## src/rtl/mux_row_sequencer.sv

```systemverilog
// mux_row_sequencer
// Drives the LED panel row-multiplex lines in the clock_66 domain.
//
// In automatic mode a one-hot row select advances on each column_ready
// pulse and returns to row 0 on position_sync. Break-before-make dead time
// of DEAD_CYCLES cycles, with every row off, separates any two active
// selections. In manual mode the switches drive the select lines.
//
// Interface semantics: column_ready, position_sync and err_clr are
// single-cycle strobes sampled on the rising edge of clock_66. There is no
// back-pressure. A column_ready that lands during dead time cannot be
// honoured. It is dropped and recorded in the sticky overrun_err flag.
//
// Every output is taken directly from a flop. The FSM state register
// (state_q) is a named enum, so an external checker can bind to it.
module mux_row_sequencer #(
    parameter int NB_MUX      = 8,
    parameter int DEAD_CYCLES = 4,
    parameter int IDX_W       = $clog2(NB_MUX)
) (
    input  logic              clock_66,
    input  logic              nrst,
    input  logic              auto_mode,
    input  logic [NB_MUX-1:0] manual_sel,
    input  logic              column_ready,
    input  logic              position_sync,
    input  logic              err_clr,
    output logic [NB_MUX-1:0] mux_out,
    output logic [IDX_W-1:0]  mux_index,
    output logic              frame_start,
    output logic              in_dead,
    output logic              overrun_err
);

    localparam int CNT_W = (DEAD_CYCLES > 1) ? $clog2(DEAD_CYCLES) : 1;
    localparam logic [CNT_W-1:0] CNT_LAST = CNT_W'(DEAD_CYCLES - 1);
    localparam logic [IDX_W-1:0] IDX_LAST = IDX_W'(NB_MUX - 1);

    typedef enum logic [1:0] {
        IDLE   = 2'd0,
        DEAD   = 2'd1,
        ON     = 2'd2,
        MANUAL = 2'd3
    } state_t;

    state_t              state_q, state_d;
    logic [CNT_W-1:0]    cnt_q, cnt_d;
    logic [IDX_W-1:0]    idx_q, idx_d;
    logic [NB_MUX-1:0]   mux_q, mux_d;
    logic                frame_q, frame_d;
    logic                dead_q, dead_d;
    logic                err_q, err_d;
    logic                mode_q;
    logic                mode_change;

    // Returns the one-hot select for a row index.
    function automatic logic [NB_MUX-1:0] row_onehot(input logic [IDX_W-1:0] idx);
        row_onehot = NB_MUX'(1) << idx;
    endfunction

    // A mode flip goes through dead time, so no row overlaps across modes.
    assign mode_change = (auto_mode != mode_q);

    // Next-state, next-output and sticky error logic.
    always_comb begin
        state_d = state_q;
        cnt_d   = cnt_q;
        idx_d   = idx_q;
        mux_d   = mux_q;
        frame_d = 1'b0;
        err_d   = err_q;

        // A new overrun has priority over a clear in the same cycle.
        if (err_clr) begin
            err_d = 1'b0;
        end
        if ((state_q == DEAD) && column_ready && !position_sync) begin
            err_d = 1'b1;
        end

        if (mode_change) begin
            // A mode change restarts dead time from any state.
            state_d = DEAD;
            cnt_d   = '0;
            mux_d   = '0;
        end else begin
            case (state_q)
                IDLE: begin
                    mux_d = '0;
                    if (column_ready || position_sync) begin
                        idx_d   = '0;
                        cnt_d   = '0;
                        state_d = DEAD;
                    end
                end

                DEAD: begin
                    mux_d = '0;
                    if (position_sync) begin
                        idx_d = '0;
                        cnt_d = '0;
                    end else if (cnt_q == CNT_LAST) begin
                        if (!mode_q) begin
                            state_d = MANUAL;
                            mux_d   = manual_sel;
                        end else begin
                            state_d = ON;
                            mux_d   = row_onehot(idx_q);
                            frame_d = (idx_q == '0);
                        end
                    end else begin
                        cnt_d = cnt_q + CNT_W'(1);
                    end
                end

                ON: begin
                    mux_d = row_onehot(idx_q);
                    if (position_sync) begin
                        // position_sync wins over a simultaneous column_ready.
                        idx_d   = '0;
                        cnt_d   = '0;
                        mux_d   = '0;
                        state_d = DEAD;
                    end else if (column_ready) begin
                        idx_d   = (idx_q == IDX_LAST) ? '0 : idx_q + IDX_W'(1);
                        cnt_d   = '0;
                        mux_d   = '0;
                        state_d = DEAD;
                    end
                end

                MANUAL: begin
                    // The switches pass straight through. Strobes are ignored.
                    mux_d = manual_sel;
                end

                default: begin
                    state_d = IDLE;
                    mux_d   = '0;
                end
            endcase
        end

        dead_d = (state_d == DEAD);
    end

    // State and output registers with asynchronous active-low reset.
    always_ff @(posedge clock_66 or negedge nrst) begin
        if (!nrst) begin
            state_q <= IDLE;
            cnt_q   <= '0;
            idx_q   <= '0;
            mux_q   <= '0;
            frame_q <= 1'b0;
            dead_q  <= 1'b0;
            err_q   <= 1'b0;
            mode_q  <= 1'b1;
        end else begin
            state_q <= state_d;
            cnt_q   <= cnt_d;
            idx_q   <= idx_d;
            mux_q   <= mux_d;
            frame_q <= frame_d;
            dead_q  <= dead_d;
            err_q   <= err_d;
            mode_q  <= auto_mode;
        end
    end

    assign mux_out     = mux_q;
    assign mux_index   = idx_q;
    assign frame_start = frame_q;
    assign in_dead     = dead_q;
    assign overrun_err = err_q;

endmodule

```

## config.mk

```make
export PLATFORM = sky130hd
export DESIGN_NAME = mux_row_sequencer
export DESIGN_NICKNAME = d
export VERILOG_FILES = /design/src/rtl/mux_row_sequencer.sv
export SDC_FILE = /design/constraint.sdc
export NUM_CORES = 1
export LEC_CHECK = 0
export ABC_AREA = 0
export CORE_AREA = 4 4 71 73
export DETAILED_ROUTE_END_ITERATION = 8
export DIE_AREA = 0 0 75 77
export GPL_ROUTABILITY_DRIVEN = 0
export HOLD_SLACK_MARGIN = 0.03
export SKIP_CTS_REPAIR_TIMING = 1
export SLEW_MARGIN = 20
export SYNTH_ARGS = -nofsm -noshare
export SYNTH_HDL_FRONTEND = slang
export SYNTH_SLANG_ARGS = --single-unit
```

## constraint.sdc

```tcl
create_clock -name clock_66 -period 1.6 [get_ports clock_66]
set_input_delay 0.32 -clock clock_66 [delete_from_list [all_inputs] [get_ports clock_66]]
set_output_delay 0.32 -clock clock_66 [all_outputs]
set_load 0.03 [all_outputs]
```

# Word level (Yosys, flattened, before mapping)
# Cells that the tools add are included.
[totals] elab_cells=71 out_inout_bits=14 regBits=19 inputBits=14
[classes] shifts=1 reduce_logical=11 addsub=2 eq_ne=13 bitwise=1 mux=35
[ops] op="8-bit two-way mux" n=6
[ops] op="8-bit case mux with 4 select lines" n=1
[ops] op="2-bit two-way mux" n=12
[ops] op="3-bit two-way mux" n=5
[ops] op="2-bit case mux with 3 select lines" n=2
[ops] op="3-bit case mux with 3 select lines" n=1
[ops] op="1-bit two-way mux" n=8
[ops] op="4-bit != test (second input constant)" n=2
[ops] op="1-bit by 3-bit left shift with 8-bit output (first input constant)" n=1
[ops] op="2-bit equality test (second input constant)" n=3
[ops] op="3-bit != test (second input constant)" n=2
[ops] op="5-bit AND reduction" n=1
[ops] op="2-bit by 1-bit equality test with 1-bit output (second input constant)" n=2
[ops] op="2-bit != test (second input constant)" n=2
[ops] op="4-bit AND reduction" n=1
[ops] op="4-bit nonzero test" n=1
[ops] op="3-bit by 1-bit adder with 3-bit output (second input constant)" n=1
[ops] op="3-bit equality test (second input constant)" n=1
[ops] op="3-bit zero test" n=1
[ops] op="3-bit nonzero test" n=1
[ops] op="2-bit by 1-bit adder with 2-bit output (second input constant)" n=1
[ops] op="1-bit logical AND" n=2
[ops] op="2-bit zero test" n=1
[ops] op="2-bit nonzero test" n=1
[ops] op="4 further kinds" n=4

# Logic depth before layout (Yosys ltp)
# Gate-level depths: netlist of the first run.
[depth] depth_word=6 depth_mapped=5

# Worst setup path before layout of the first run
# No wires, ideal clock.
[synth_path] path_kind="register -> register" startpoint="register idx_q[0] (netlist: mux_index[0])" endpoint="register idx_q[2] (netlist: mux_index[2])" slack_ns=0.151 t_arrival_ns=1.324 required_time_ns=1.475 stages_incl_launch_ff=5 cell_sequence="dfrtp_1 > ha_1 > ha_1 > nor2_1 > mux2_2"
[synth_between] elab_chain_len=5 elab_cells_between_ends=6 cone_classes="1 x add/sub; 1 x eq/ne; 4 x mux"
[synth_lines] item="from (decl)" line_no="48" text="logic [IDX_W-1:0] idx_q, idx_d;"
[synth_lines] item="from (signal assigned)" line_no="161" text="idx_q <= idx_d;"
[synth_lines] item="3-bit by 1-bit adder with 3-bit output / 3-bit equality test (equally long branches)" line_no="125" text="idx_d = (idx_q == IDX_LAST) ? '0 : idx_q + IDX_W'(1);"
[synth_lines] item="3-bit two-way mux (*)" line_no="125"
[synth_lines] item="3-bit two-way mux (*)" line_no="124" text="end else if (column_ready) begin"
[synth_lines] item="3-bit two-way mux (*)" line_no="118" text="if (position_sync) begin"
[synth_lines] item="3-bit case mux with 3 select lines (*)" line_no="87" text="case (state_q)"
# Every way passes the cells marked *; elsewhere a longest branch is shown, timed or not. The select of a mux whose other input is x is not followed.
# A chain may end at the register's enable or synchronous reset.

# Worst setup path in the final report of the first run
[layout_path] startpoint="register frame_q (netlist: frame_start)" endpoint="output port frame_start"
[layout_lines] item="from (decl)" line_no="50" text="logic frame_q, frame_d;"
[layout_lines] item="from (signal assigned)" line_no="163" text="frame_q <= frame_d;"
[layout_lines] item="to (decl)" line_no="30" text="output logic frame_start,"
# No word-level cell between the ends.

==> summary.txt, run 1 <==
GRT
  – Initial antenna violation count: 0
  – Tot GR Track Use: 0.0932
  – Via count of the first global-routing pass: between 800 and 900
  – Overflow left after global routing: 0
  – Pin count of the biggest net entering global routing: 20
  – First-pass GRT wire length: ~4200 um

Power
  – Max VDD drop: slightly above 0.0002 V
  – Pwr dens: about 630 nW/um^2
  – Leakage power: ~0.76 nW
  – Total power after layout: about 0.00096 W

Critical path
  – Setup crit end kind: output port
  – Sequence of cells on the critical path: clkdlybuf4s50_1
  – Highest fanout seen on the critical path: 1
  – Worst path required time: around 1300 ps
  – Family with the most delay on the worst path: buffers and inverters
  – CP Data Arrival Time: around 1200 ps
  – Cell with the largest stage delay on the worst path: clkdlybuf4s50_1
  – Setup CP Type: flop to output port
  – R2r setup slk: about 170 ps
  – Max incr delay on CP: between 600 and 700 ps
  – Count of buffer and inverter cells on the critical path: 1
  – Sort of element at the start of the critical path: flop

Synth
  – Dominant cells by area after synthesis: dfrtp_1 (42%), o211ai_1 (12%), ha_1 (8.2%)
  – Portion of synthesized cell area occupied by the leading cell type: 0.423
  – Warnings, synthesis: 0
  – Post-synthesis instance area: approximately 1100 um^2
  – Cell accounting for the most synthesized area: dfrtp_1
  – Leading cell types by count after synthesis: dfrtp_1 (18), o211ai_1 (17), a21oi_1 (10)
  – Synthesized area divided by synthesized cell count: roughly 11 um^2
  – Count of different cell masters after synthesis: 31
  – Sequential-to-total area share from yosys stat: 0.447
  – Number of enable-type register cells in the synthesized netlist: 0
  – Synthesized netlist cell count: roughly 100
  – Top-count cell post-synth: dfrtp_1
  – Most common flop cell mapped by yosys: dfrtp_1
  – Share of flip-flops with an asynchronous set or reset after synthesis: 1.00
  – Number of storage elements in the synthesis netlist: 19
  – Mapped Nets: 119

Cells and area
  – Number of filler cells placed in the layout: ~460
  – Area taken by flip-flops and latches: 477 um^2
  – Nets@finish: about 160
  – Footprint of the multi-input gates: between 500 and 600 um^2
  – Share of layout cells above drive strength 1: 0.162
  – Count of placed standard cells in the final layout, fillers left out: 188
  – Number of antenna cells inserted: 0
  – Area added between synthesis and finish: 43.3%
  – Finished Cell Area: roughly 1500 um^2

Placed design
  – HPWL Detailed: 1920 um
  – Post-placement cell area: roughly 1500 um^2
  – Placed Instances: roughly 180
  – Quantity of I/O buffers inserted on ports: 27

STA
  – Slew of the pin with the lowest slew margin: ~480 ps
  – Post-Route Hold Slack: 399 ps
  – Number of hold-slack violations in the final timing report: 0
  – Final Skew: between 7 and 8 ps
  – Final-layout setup total negative slack: 0 ps
  – Relative slew slack: 0.677
  – Fin crit share: 0.975
  – Minimum clock period: 1560 ps
  – Max Clk Rate: roughly 640 MHz
  – Number of slew-limit violations in the final report: 0
  – Number of endpoints failing setup at the final stage: 0
  – Unrepaired setup endpoints after global routing: no

Floorplanning
  – Starting Density: 0.245
  – Row Count: 24
  – Core outline area: 4350 um^2
  – Area of the die: 5780 um^2
  – DIE HEIGHT: 77 um
  – Floorplan die width: approximately 75 um
  – I/O pins: 28

Clock tree
  – Clock Path Buffers: 2
  – CTS Root Cell: clkbuf_8
  – H-Tree Level Count: 1
  – Latest clock arrival within the worst-skew pair: roughly 250 ps
  – CTS tree: yes
  – Total clock sinks: 19
  – Clock-pin slew on the worst setup and hold paths: ~70 ps
  – Clock buffer count from CTS: 3

Detailed routing
  – Detailed Route WL: approximately 2500 um
  – Via-per-instance ratio: between 4 and 5
  – Number of antenna-violating nets in the routed design: 0
  – WL per Instance: between 10 and 15 um
  – Iteration-0 DRC count of the detailed router: 15
  – Via count of the routed design: around 890
  – Post-route DRC: 0
  – Detailed-routing iteration count for the pre-antenna-repair pass: 4

Worst hold path
  – Class of the most critical hold timing path: input port to async pin

Run status
  – Result of the run: finished, final reports clean

Run
  – Number of max-cap violations: 0
[placed cells by master, fill, tap and decap left out, drive strengths merged]
master	netlist	layout
dlymetal6s2s	0	9
a22oi	1	1
and4	1	1
o21ai	4	4
ha	7	7
mux2i	1	1
and2b	3	3
nor3b	2	2
xor2	1	1
a21oi	11	11
clkdlybuf4s50	0	18
nor2	4	4
or3b	1	1
o32ai	1	1
xnor2	1	1
mux2	2	2
nand2b	2	2
inv	6	6
nor2b	1	1
dfstp	1	1
o211ai	17	17
o21bai	1	1
and4b	2	2
buf	3	12
nor3	2	2
clkbuf	2	4
dfrtp	18	18
a2111o	2	2
nand3	1	1
[cells by family after synthesis]
group | Yosys count | synth area share
flops | 19 | 0.447
buf+inv | 11 | 0.0505
simple gates | 19 | 0.126
xor+xnor | 2 | 0.0164
compound gates | 37 | 0.248
fa+ha+maj | 7 | 0.0822
mux | 3 | 0.0305
[registers in the layout (all words and copies together) (netlist names)]
register and flops:
mux_index 3, mux_out 8, in_dead 1, cnt_q 2, frame_start 1, state_q 2, mode_q 1, overrun_err 1
[worst paths after layout]
check                                         from                 endpoint  cells past startpoint
max in group asynchronous                     nrst         mode_q$_DFF_PN1_                      2
setup / recovery             frame_start$_DFF_PN0_              frame_start                      1
hold reg to reg            overrun_err$_DFFE_PN0P_  overrun_err$_DFFE_PN0P_                      2
hold / removal                                nrst  overrun_err$_DFFE_PN0P_                      2
setup reg to reg              cnt_q[0]$_DFFE_PN0P_     mux_out[0]$_DFF_PN0_                      4
min in group clock_66                    auto_mode         mode_q$_DFF_PN1_                      1
[metal layers]
metal | part of all wire | track usage | vias up
met4 | 0.014 | 0.0374 | 0
met5 | 0 | 0 | -
met3 | 0.069 | 0.0222 | 2
li1 | - | - | 443
met1 | 0.45 | 0.118 | 416
met2 | 0.47 | 0.149 | 27
[final cells by class]
cell class,instances,share of cell area
Clock buffer,4,0.0295
Inverter,6,0.0147
Multi-Input combinational cell,68,0.351
Sequential cell,19,0.312
Tap cell,52,0.0426
Timing Repair Buffer,39,0.251
[where the power goes]
part,switching [W],internal [W]
clock,0.000156,0.000177
sequential,0.00000756,0.000490
combinational,0.0000587,0.0000671
total,0.000222,0.000734
[per-stage QoR]
step	setup slack (ps)	util
after CTS	-158	0.346
after floorplan	151	-
final	40.0	0.351
after global routing	1.53	0.351
after detailed placement	-123	0.335
after global placement	-105	0.335
Power figures use the tool's default switching activity.
==> inputs of run 2 (changes only) <==
--- a/config.mk
+++ b/config.mk
@@ -6,9 +6,9 @@
 export NUM_CORES = 1
 export LEC_CHECK = 0
 export ABC_AREA = 0
-export CORE_AREA = 4 4 71 73
+export CORE_AREA = 2 2 69 71
 export DETAILED_ROUTE_END_ITERATION = 8
-export DIE_AREA = 0 0 75 77
+export DIE_AREA = 0 0 71 73
 export GPL_ROUTABILITY_DRIVEN = 0
 export HOLD_SLACK_MARGIN = 0.03
 export SKIP_CTS_REPAIR_TIMING = 1
==> run 2 against run 1 <==
  * Maximum frequency up 0.28%
  * Power up 0.75%
  * Largest cell class unchanged
  * Hold slack better by 4.5 ps
  * Clock skew down 5.5 ps
  * First-iteration DRC count up 33%
  * Sequential power about the same
  * Core utilization down 0.88 points
  * Flip-flop and latch count unchanged
  * Global-route usage up 0.95 points
  * Clock-buffer cell count down 1
  * Critical endpoint is now mux_out[7]
  * Die area down 10%
==> summary.txt, run 2 (same netlist as run 1, synthesis figures left out) <==
Critical path
  – Sort of element at the start of the critical path: flop
  – Depth of the worst register-to-register path: 3
  – CP Data Arrival Time: approximately 1200 ps
  – Cell with the largest stage delay on the worst path: clkdlybuf4s50_1
  – Max incr delay on CP: about 660 ps
  – Setup CP Type: flop to output port
  – Highest fanout seen on the critical path: 1
  – Sequence of cells on the critical path: clkdlybuf4s50_1
  – Number of logic stages on the critical path including buffering: 1
  – Worst path required time: about 1300 ps
  – Family with the most delay on the worst path: buffers and inverters
  – Setup crit end kind: output port
  – Count of buffer and inverter cells on the critical path: 1

STA
  – Slew of the pin with the lowest slew margin: about 510 ps
  – Minimum clock period: 1560 ps
  – Number of hold-slack violations in the final timing report: 0
  – Number of endpoints failing setup at the final stage: 0
  – Max Clk Rate: around 640 MHz
  – Unrepaired setup endpoints after global routing: no
  – Post-Route Hold Slack: approximately 400 ps
  – Fin crit share: 0.972
  – Final Skew: ~2.4 ps
  – Relative slew slack: 0.658
  – Number of slew-limit violations in the final report: 0
  – Final-layout setup total negative slack: 0 ps

Run status
  – Result of the run: finished, final reports clean

Clock tree
  – CTS tree: yes
  – Clock-pin slew on the worst setup and hold paths: roughly 70 ps
  – Total clock sinks: 19
  – CTS Root Cell: clkbuf_8
  – Clock Path Buffers: 2
  – H-Tree Level Count: 1
  – Latest clock arrival within the worst-skew pair: 250 ps
  – Clock buffer count from CTS: 3

Floorplanning
  – Starting Density: 0.235
  – Floorplan die width: 71 um
  – DIE HEIGHT: 73 um
  – Area of the die: between 5000 and 6000 um^2
  – Row Count: 25
  – I/O pins: 28
  – Core outline area: roughly 4500 um^2

GRT
  – Pin count of the biggest net entering global routing: 20
  – Overflow left after global routing: 0
  – Via count of the first global-routing pass: approximately 980
  – First-pass GRT wire length: about 4300 um
  – Tot GR Track Use: 0.103
  – Initial antenna violation count: 0

Cells and area
  – Finished Cell Area: between 1500 and 2000 um^2
  – Most used cells in the layout excluding fill and tap cells: dfrtp_1 (18), o211ai_1 (17), clkdlybuf4s50_1 (16)
  – Area added between synthesis and finish: 45.5%
  – Flip-flop count of the largest register after layout: 8
  – Nets@finish: between 150 and 200
  – Share of layout cells above drive strength 1: 0.181
  – Most common cell after layout, fill and taps aside: dfrtp_1
  – Number of antenna cells inserted: 0

Run
  – Number of max-cap violations: 0

Worst hold path
  – Class of the most critical hold timing path: input port to async pin

Detailed routing
  – Post-route DRC: 0
  – Detailed Route WL: 2400 um
  – Via-per-instance ratio: 4.71
  – Iteration-0 DRC count of the detailed router: 20
  – WL per Instance: 12.5 um
  – Detailed-routing iteration count for the pre-antenna-repair pass: 6
  – Via count of the routed design: about 900
  – Number of antenna-violating nets in the routed design: 0

Placed design
  – Post-placement cell area: between 1000 and 1500 um^2
  – HPWL Detailed: about 1900 um
  – Quantity of I/O buffers inserted on ports: 27

Power
  – Leakage power: a little over 0.8 nW
  – Total power after layout: roughly 0.00096 W
  – Pwr dens: around 620 nW/um^2
  – Max VDD drop: around 0.00024 V
run 2: cell types whose count changed in the layout (fill, tap and decap cells not counted):
cell / change
clkinv_2: +1
clkdlybuf4s50_1: -2
buf_4: +2
clkbuf_1: -1
dlymetal6s2s_1: +2
run 2: area by class of cell:
class | count | area (um^2)
Clock buffer | 3 | 41.3
Clock inverter | 1 | 5.00
Fill cell | 437 | 2980
Inverter | 6 | 22.5
Multi-Input combinational cell | 68 | 536
Sequential cell | 19 | 477
Tap cell | 54 | 67.6
Timing Repair Buffer | 41 | 403
run 2: final timing paths:
check / from / to / slack [ps]
max: mux_out[7]$_DFF_PN0_ / mux_out[7] / 40
min: nrst / cnt_q[1]$_DFFE_PN0P_ / 400
max reg2reg: state_q[0]$_DFF_PN0_ / cnt_q[1]$_DFFE_PN0P_ / 170
min reg2reg: overrun_err$_DFFE_PN0P_ / overrun_err$_DFFE_PN0P_ / 550
max in group asynchronous: nrst / mode_q$_DFF_PN1_ / 940
min in group clock_66: auto_mode / mode_q$_DFF_PN1_ / 550
run 2: report_power, final:
group,internal [W],total [W],switching [W]
Combinational,0.0000703,0.000130,0.0000596
Sequential,0.000490,0.000498,0.00000761
Clock,0.000173,0.000336,0.000163
run 2: stage by stage:
step	setup slack (ps)	util	cells
6_report	44.3	0.342	192
4_1_cts	-156	0.336	192
5_1_grt	4.27	0.342	192
3_3_place_gp	-134	0.326	188
2_1_floorplan	151	-	98
3_5_place_dp	-162	0.326	188
run 2: per-layer routing:
| layer | vias to the layer above | wire length (um) | global-route usage |
|---|---|---|---|
| met1 | 440 | 1080 | 0.124 |
| met3 | 2 | 91 | 0.0166 |
| met4 | 0 | 27 | 0.0440 |
| li1 | 446 | - | - |
| met5 | - | 0 | 0 |
| met2 | 16 | 1210 | 0.182 |
==> inputs of run 3 (changes only) <==
--- a/config.mk
+++ b/config.mk
@@ -6,9 +6,10 @@
 export NUM_CORES = 1
 export LEC_CHECK = 0
 export ABC_AREA = 0
-export CORE_AREA = 2 2 69 71
+export CORE_AREA = 10 10 77 79
+export CTS_BUF_LIST = sky130_fd_sc_hd__clkbuf_2
 export DETAILED_ROUTE_END_ITERATION = 8
-export DIE_AREA = 0 0 71 73
+export DIE_AREA = 0 0 87 89
 export GPL_ROUTABILITY_DRIVEN = 0
 export HOLD_SLACK_MARGIN = 0.03
 export SKIP_CTS_REPAIR_TIMING = 1
==> run 3 against run 2 <==
  * Clock skew is 3.9 ps higher
  * Core utilization is 0.083 points higher
  * First-iteration DRC count rose by 150%
  * Critical path depth rose by 3
  * Routed wire length increased by 11%
  * Design area up 0.24%
  * Setup slack improved by 110 ps
==> summary.txt, run 3 (same netlist as run 1, synthesis figures left out) <==
Floorplanning
  – Starting Density: 0.235
  – Area of the die: 7740 um^2
  – Core outline area: about 4500 um^2
  – Row Count: 25
  – Floorplan die width: between 80 and 90 um
  – I/O pins: 28
  – DIE HEIGHT: ~89 um

Run status
  – Result of the run: finished, final reports clean

Critical path
  – Setup CP Type: flop to flop
  – Setup crit end kind: flop
  – R2r setup slk: 150 ps
  – Max incr delay on CP: ~440 ps
  – Sort of element at the start of the critical path: flop
  – Worst path required time: between 1500 and 2000 ps
  – Highest fanout seen on the critical path: 8
  – Startpoint of the lowest-slack register-to-register path: cnt_q[0]$_DFFE_PN0P_
  – Critical R2R Capture: mux_out[4]$_DFF_PN0_
  – Sequence of cells on the critical path: ha_1 -> and4b_1 -> o211ai_1 -> a21oi_1
  – CP Data Arrival Time: about 1600 ps
  – Depth of the worst register-to-register path: 4
  – Cell with the largest stage delay on the worst path: dfrtp_1

Clock tree
  – CTS tree: yes
  – Clock Path Buffers: 2
  – Latest clock arrival within the worst-skew pair: 310 ps
  – Total clock sinks: 19
  – H-Tree Level Count: 1
  – Clock buffer count from CTS: 3
  – CTS Root Cell: clkbuf_2
  – Clock-pin slew on the worst setup and hold paths: ~200 ps

GRT
  – Via count of the first global-routing pass: between 1000 and 1500
  – Pin count of the biggest net entering global routing: 20
  – Busiest grt layer: met2
  – Tot GR Track Use: 0.0734
  – First-pass GRT wire length: approximately 4700 um
  – M3 GR Usage: 0.0219
  – Global routing usage on met2: 0.118
  – Initial antenna violation count: 0
  – Met1 usage: 0.0867
  – Overflow left after global routing: 0

Cells and area
  – Area added between synthesis and finish: 45.9%
  – Most used cells in the layout excluding fill and tap cells: dfrtp_1 (18), o211ai_1 (17), buf_4 (17)
  – Most common cell after layout, fill and taps aside: dfrtp_1
  – Share of layout cells above drive strength 1: 0.199
  – Nets@finish: 163
  – Number of filler cells placed in the layout: 442
  – Number of antenna cells inserted: 0
  – Area taken by flip-flops and latches: ~480 um^2
  – Flip-flop count of the largest register after layout: 8
  – Final core utilization: 0.343
  – Count of placed standard cells in the final layout, fillers left out: a little under 200
  – Footprint of the multi-input gates: between 500 and 600 um^2

Detailed routing
  – WL per Instance: between 10 and 15 um
  – Via-per-instance ratio: 4.54
  – Detailed-routing iteration count for the pre-antenna-repair pass: 4
  – Via count of the routed design: 886
  – Iteration-0 DRC count of the detailed router: 49
  – Post-route DRC: 0
  – Number of antenna-violating nets in the routed design: 0
  – Detailed Route WL: around 2700 um

STA
  – Fin crit share: 0.905
  – Number of endpoints failing setup at the final stage: 0
  – Final Skew: around 6.3 ps
  – Max Clk Rate: just under 700 MHz
  – Slew of the pin with the lowest slew margin: between 500 and 600 ps
  – Number of hold-slack violations in the final timing report: 0
  – Minimum clock period: between 1000 and 1500 ps
  – Relative slew slack: 0.648
  – Slack of the critical path: roughly 150 ps
  – Number of slew-limit violations in the final report: 0
  – Unrepaired setup endpoints after global routing: no
  – Post-Route Hold Slack: 305 ps

Placed design
  – DP Worst Slack: -160 ps
  – Quantity of I/O buffers inserted on ports: 27
  – Placed Instances: 191
  – HPWL Detailed: about 2100 um

Run
  – Number of max-cap violations: 0

Power
  – Pwr dens: about 550 nW/um^2
  – Leakage power: roughly 0.87 nW
  – Total power after layout: around 0.00085 W
  – Max VDD drop: between 0.00015 and 0.0002 V

Worst hold path
  – Class of the most critical hold timing path: input port to async pin
run 3: worst max path at each step:
stage | depth (start not counted) | slack (ps) | start | endpoint
5_1_grt | 5 | 8 | column_ready | mux_out[7]$_DFF_PN0_
2_1_floorplan | 4 | 150 | mux_index[0]$_DFFE_PN0P_ | mux_index[2]$_DFFE_PN0P_
6_report | 4 | 150 | cnt_q[0]$_DFFE_PN0P_ | mux_out[4]$_DFF_PN0_
3_3_place_gp | 5 | -130 | column_ready | mux_out[2]$_DFF_PN0_
4_1_cts | 1 | -280 | mux_index[0]$_DFFE_PN0P_ | mux_index[0]
3_5_place_dp | 5 | -160 | column_ready | mux_out[3]$_DFF_PN0_
run 3: worst max-delay path, delay by kind of cell, from the launching register on:
family	cells	cell delay, ps
AO/OA/AOI/OAI	2	330
adder cells (fa/ha/maj)	1	260
flip-flops	1	440
AND/OR/NAND/NOR	1	300
run 3: final cells by class:
cell class              count  area share
multi-input cells          68       0.344
flip-flops and latches     19       0.307
repair buffers             44       0.278
well taps                  54      0.0434
inverters                   6      0.0145
clock buffers               3     0.00965
clock inverters             1     0.00322
run 3: routing by layer:
| layer | share of wire | vias to the layer above |
|---|---|---|
| li1 | - | 452 |
| met1 | 0.44 | 411 |
| met2 | 0.49 | 21 |
| met3 | 0.052 | 2 |
| met4 | 0.012 | 0 |
| met5 | 0 | - |
run 3: report_power, final:
part           internal (W)  switching [W]
clock network     0.0000567       0.000157
registers          0.000491     0.00000774
logic             0.0000738      0.0000618
total              0.000622       0.000226
run 3: stage by stage:
step | area (um^2) | setup TNS [ps]
floorplan | 1070 | 0
global placement | 1500 | -1560
detailed placement | 1500 | -1860
CTS | 1520 | -1700
global route | 1560 | 0
finish | 1560 | 0
==> edit 1, RTL diff (flow settings as in run 3) <==
The 4 states of `state_t` get a Gray code encoding in 2 bits.
--- a/src/rtl/mux_row_sequencer.sv
+++ b/src/rtl/mux_row_sequencer.sv
@@ -37,10 +37,10 @@
     localparam logic [IDX_W-1:0] IDX_LAST = IDX_W'(NB_MUX - 1);
 
     typedef enum logic [1:0] {
-        IDLE   = 2'd0,
-        DEAD   = 2'd1,
-        ON     = 2'd2,
-        MANUAL = 2'd3
+        IDLE   = 2'b00,
+        DEAD   = 2'b01,
+        ON     = 2'b11,
+        MANUAL = 2'b10
     } state_t;
 
     state_t              state_q, state_d;
Behaviour: no difference found for any inputs over 10 cycles, from zero or initial values and one cycle with nrst low; not proved beyond that.
==> edit 1 against run 3 <==
The run now ends with negative setup slack left; final area grew 6.4%; count of clock-buffer cells in the layout is the same; setup slack lost 0.40 ns; clock skew grew 0.010 ns; synthesized area shrank 4.6%; non-clock buffer count grew 5; wire length grew 13%; sequential cell count is the same; critical path type unchanged; critical endpoint is now cnt_q[1]; highest routed layer is now met3.
Power is not compared: it rests on default switching activity, and its combinational part moved more than twofold at a synthesized area within 25%.
==> edit 1: results (changes against run 3) <==
worstMarginPinSlew_ns: 0.337  # -0.188 ns
r2r_cells: 6  # +2
grtUsageMet2_pct: 12.9  # +1.1 points
place_ws_ns: -0.432  # -0.272 ns
critical-path-top-delay-family: "simple AND/OR/NAND/NOR gates"
finalNetCount: 175  # +7.4%
synthCells: 96  # -2.0%
netlist_top_cells_count: "dfrtp_1, ha_1, nor2_1, inv_1"
dp.cells: 197  # +3.1%
worst_slack_ns: -0.247  # -0.399 ns
critPathMaxFanout: 4  # -4
grtUsageTotal_pct: 7.66  # +0.32 points
crit_slowest_cell: "dfrtp_2"
met1_usage_pct: 9.32  # +0.65 points
r2r_end: "cnt_q[1]"
drt_iter0_markers: 51  # +4.1%
placed_area_um2: 1530  # +1.8%
grt_pass1_wl_um: 4770  # +2.5%
drive_gt1_share_pct: 32.4  # +13 points
yosys.cell_types.count: 36  # +16%
fin_skew_ns: 0.0164  # +0.0101 ns
power.leakage_nw: 0.951
wl_per_cell_um: 14.9  # +8.8%
synthTopCellsByArea: "dfrtp_1, ha_1, a32oi_1"
synth_seq_area_share_pct: 46.9  # +2.1 points
fin_setup_tns_ns: -1.12  # -1.12 ns
crit_arrival_ns: 2.12  # +0.48 ns
finalSetupViolCount: 8  # +8
syn_nets: 122  # +2.5%
slowest_delay_ns: 0.48  # +0.04 ns
stdcell_count: 202  # +3.6%
outcome: "finished, violations left"
rr_startpoint: "state_q[0]"
failed_checks: "negative setup slack"
holdWs_ns: 0.307  # +0.00251 ns
first_global_vias: 969  # -6.4%
## edit 1: changes by cell type in the layout (fill, tap and decap cells not counted), sizes merged, moves of 3 or more
cell    before  now
o211ai      17    0
a21oi       11    2
nor2         4   11
a32oi        0    6
nand2        0    6
buf         17   22
ha           7   12
or2          0    3
## edit 1: cell type report
class	count	area [um2]
fill	459	2880
multi-input combinational	68	588
sequential	19	478
timing repair buffer	49	470
tap	54	67.6
inverter	8	30.0
clock buffer	3	15.0
clock inverter	1	5.00
## edit 1: where the power goes
group          internal, W  total, W  switching, W  leakage (nW)
registers         0.000518  0.000544     0.0000263         0.249
logic             0.000264  0.000488      0.000224         0.686
clock network    0.0000566  0.000214      0.000158        0.0164
total             0.000838   0.00125      0.000408         0.951
## edit 1: worst max path at each step
stage	slack (ns)	to	from
4_1_cts	-0.27	cnt_q[0]	state_q[0]
5_1_grt	-0.31	cnt_q[1]	state_q[0]
2_1_floorplan	-0.17	cnt_q[0]	state_q[0]
3_3_place_gp	-0.37	mux_out[2]	position_sync
3_5_place_dp	-0.43	mux_out[2]	position_sync
6_report	-0.25	cnt_q[1]	state_q[0]
## edit 1: cells by family (layout without fill, tap and decap cells)
kind of cell | count (synthesis) | count (layout) | share of synthesized area, %
XOR/XNOR | 1 | 1 | 0.861
buffers and inverters | 9 | 61 | 3.32
AO/OA/AOI/OAI | 24 | 24 | 18.0
flip-flops | 19 | 19 | 46.9
adder cells (fa/ha/maj) | 12 | 12 | 14.8
AND/OR/NAND/NOR | 31 | 31 | 16.2
## edit 1: per-layer routing
| layer | part of all wire [%] | vias to the layer above |
|---|---|---|
| li1 | - | 445 |
| met3 | 4.5 | 0 |
| met1 | 47 | 444 |
| met2 | 48 | 25 |
| met4 | 0 | 0 |
| met5 | 0 | - |
==> edit 2, RTL diff (config.mk and constraints of run 3) <==
Made on the original files. Change the parameter `NB_MUX` from 8 to 16.
--- a/src/rtl/mux_row_sequencer.sv
+++ b/src/rtl/mux_row_sequencer.sv
@@ -14,7 +14,7 @@
 // Every output is taken directly from a flop. The FSM state register
 // (state_q) is a named enum, so an external checker can bind to it.
 module mux_row_sequencer #(
-    parameter int NB_MUX      = 8,
+    parameter int NB_MUX      = 16,
     parameter int DEAD_CYCLES = 4,
     parameter int IDX_W       = $clog2(NB_MUX)
 ) (
Interface: changed (resized manual_sel, mux_index and mux_out); port bits go from 28 to 45. The function was not compared with the original's and may differ.
==> edit 2 against run 3 <==
Sequential cell count up 9; total power up 59%; setup slack worse by 0.10 ns; final area is 40% higher; wire length up 49%; synthesized area up 32%; sequential power is 46% higher; critical endpoint is now mux_out[6]; largest cell class is now registers; highest routed layer unchanged.
==> edit 2: results (changes against run 3) <==
grt_max_degree: 29  # +45%
worst_ir_drop_vdd_v: 0.000340  # +100%
crit_end: "mux_out[6]"
clock_latency_ns: 0.36  # +0.05 ns
wl_per_cell_um: 15.7  # +15%
netlist_top_cells_count: "dfrtp_1, nor2_1, nand2_1, ha_1"
yosys.cell_types.count: 40  # +29%
first_global_vias: 1303  # +26%
drt-pass1-iter-count: 4  # unchanged
comb-power_w: 0.000191  # +40%
synth_seq_area_share_pct: 50.0  # +5.3 points
crit_arrival_ns: 1.82  # +0.18 ns
dpl.hpwl_um: 3040  # +43%
dp.cells: 247  # +29%
via_per_inst: 4.98  # +9.5%
largest_register_ff_count: 16  # +8
swShare_pct: 22.9  # -3.8 points
r2r_slack_ns: 0.05  # -0.10 ns
clock_net_power_w: 0.000425  # +100%
critPathMaxFanout: 6  # -2
drt_iter0_markers: 51  # +4.1%
r2r_cells: 6  # +2
io_buffer_count: 44  # +63%
synthTopCellsByArea: "dfrtp_1, ha_1, nor2_1"
cts.clk_slew.worst_paths_ns: 0.29  # +0.09 ns
slew_headroom_pct: 72.6  # +7.8 points
wl_um: 3980  # +49%
fin_skew_ns: 0.0301  # +0.0238 ns
grtUsageTotal_pct: 9.65  # +2.3 points
synthCells: 130  # +33%
drive_gt1_share_pct: 21.6  # +1.7 points
power.leakage_nw: 1.29  # +48%
finalNetCount: 229  # +40%
slowest_delay_ns: 0.46  # +0.02 ns
max_freq_ghz: 0.644  # -6.7%
grt_pass1_wl_um: 6160  # +32%
place_ws_ns: -0.222  # -0.0618 ns
outcome: "finished clean"
syn_nets: 159  # +34%
[edit 2: worst max-delay path, delay by kind of cell, from the launching register on]
kind                       cells  cell delay (ns)
AOI/OAI and AO/OA              2             0.33
adders and majority gates      1             0.22
buffers and inverters          1             0.16
DFF                            1             0.46
and+or+nand+nor                2             0.31
[edit 2: kinds of logic after synthesis]
group	after synthesis	share of synthesized area [%]
and+or+nand+nor	44	15.8
AOI/OAI and AO/OA	37	22.4
DFF	28	50.0
buffers and inverters	10	2.85
adders and majority gates	7	6.24
xor gates and xnor gates	2	1.25
muxes	2	1.52
[edit 2: cell type report]
type	count	area [um2]
repair buffers	69	676
fillers	419	2350
clock buffers	3	15.0
inverters	6	22.5
clock inverters	1	30.0
multi-input cells	92	664
well taps	54	67.6
flip-flops and latches	28	706
[edit 2: per-layer routing]
| metal | global-route usage, % | vias to the layer above | wire length, um |
|---|---|---|---|
| li1 | - | 614 | - |
| met1 | 11.7 | 600 | 1840 |
| met2 | 16.1 | 41 | 1850 |
| met3 | 2.10 | 4 | 223 |
| met4 | 4.12 | 0 | 69 |
| met5 | 0 | - | 0 |
[edit 2: through the flow]
stage / util (%) / power (W) / cell area [um2]
final: 48.1 / 0.00135 / 2180
after global placement: 45.5 / 0.000929 / 2060
after global routing: 48.1 / 0.00141 / 2180
after detailed placement: 45.5 / 0.000931 / 2060
after floorplan: - / 0.000800 / 1400
after CTS: 46.5 / 0.00136 / 2110
[edit 2: worst min-delay path by stage]
stage	slack, ns	depth (start not counted)	from	end
detailed placement	0.56	2	cnt_q[0]	cnt_q[0]
finish	0.27	2	nrst	mux_out[13]
floorplan	0.02	0	nrst	cnt_q[0]
global route	0.29	2	nrst	mux_out[13]
global placement	0.52	2	overrun_err	overrun_err
CTS	0.27	2	nrst	mux_out[13]
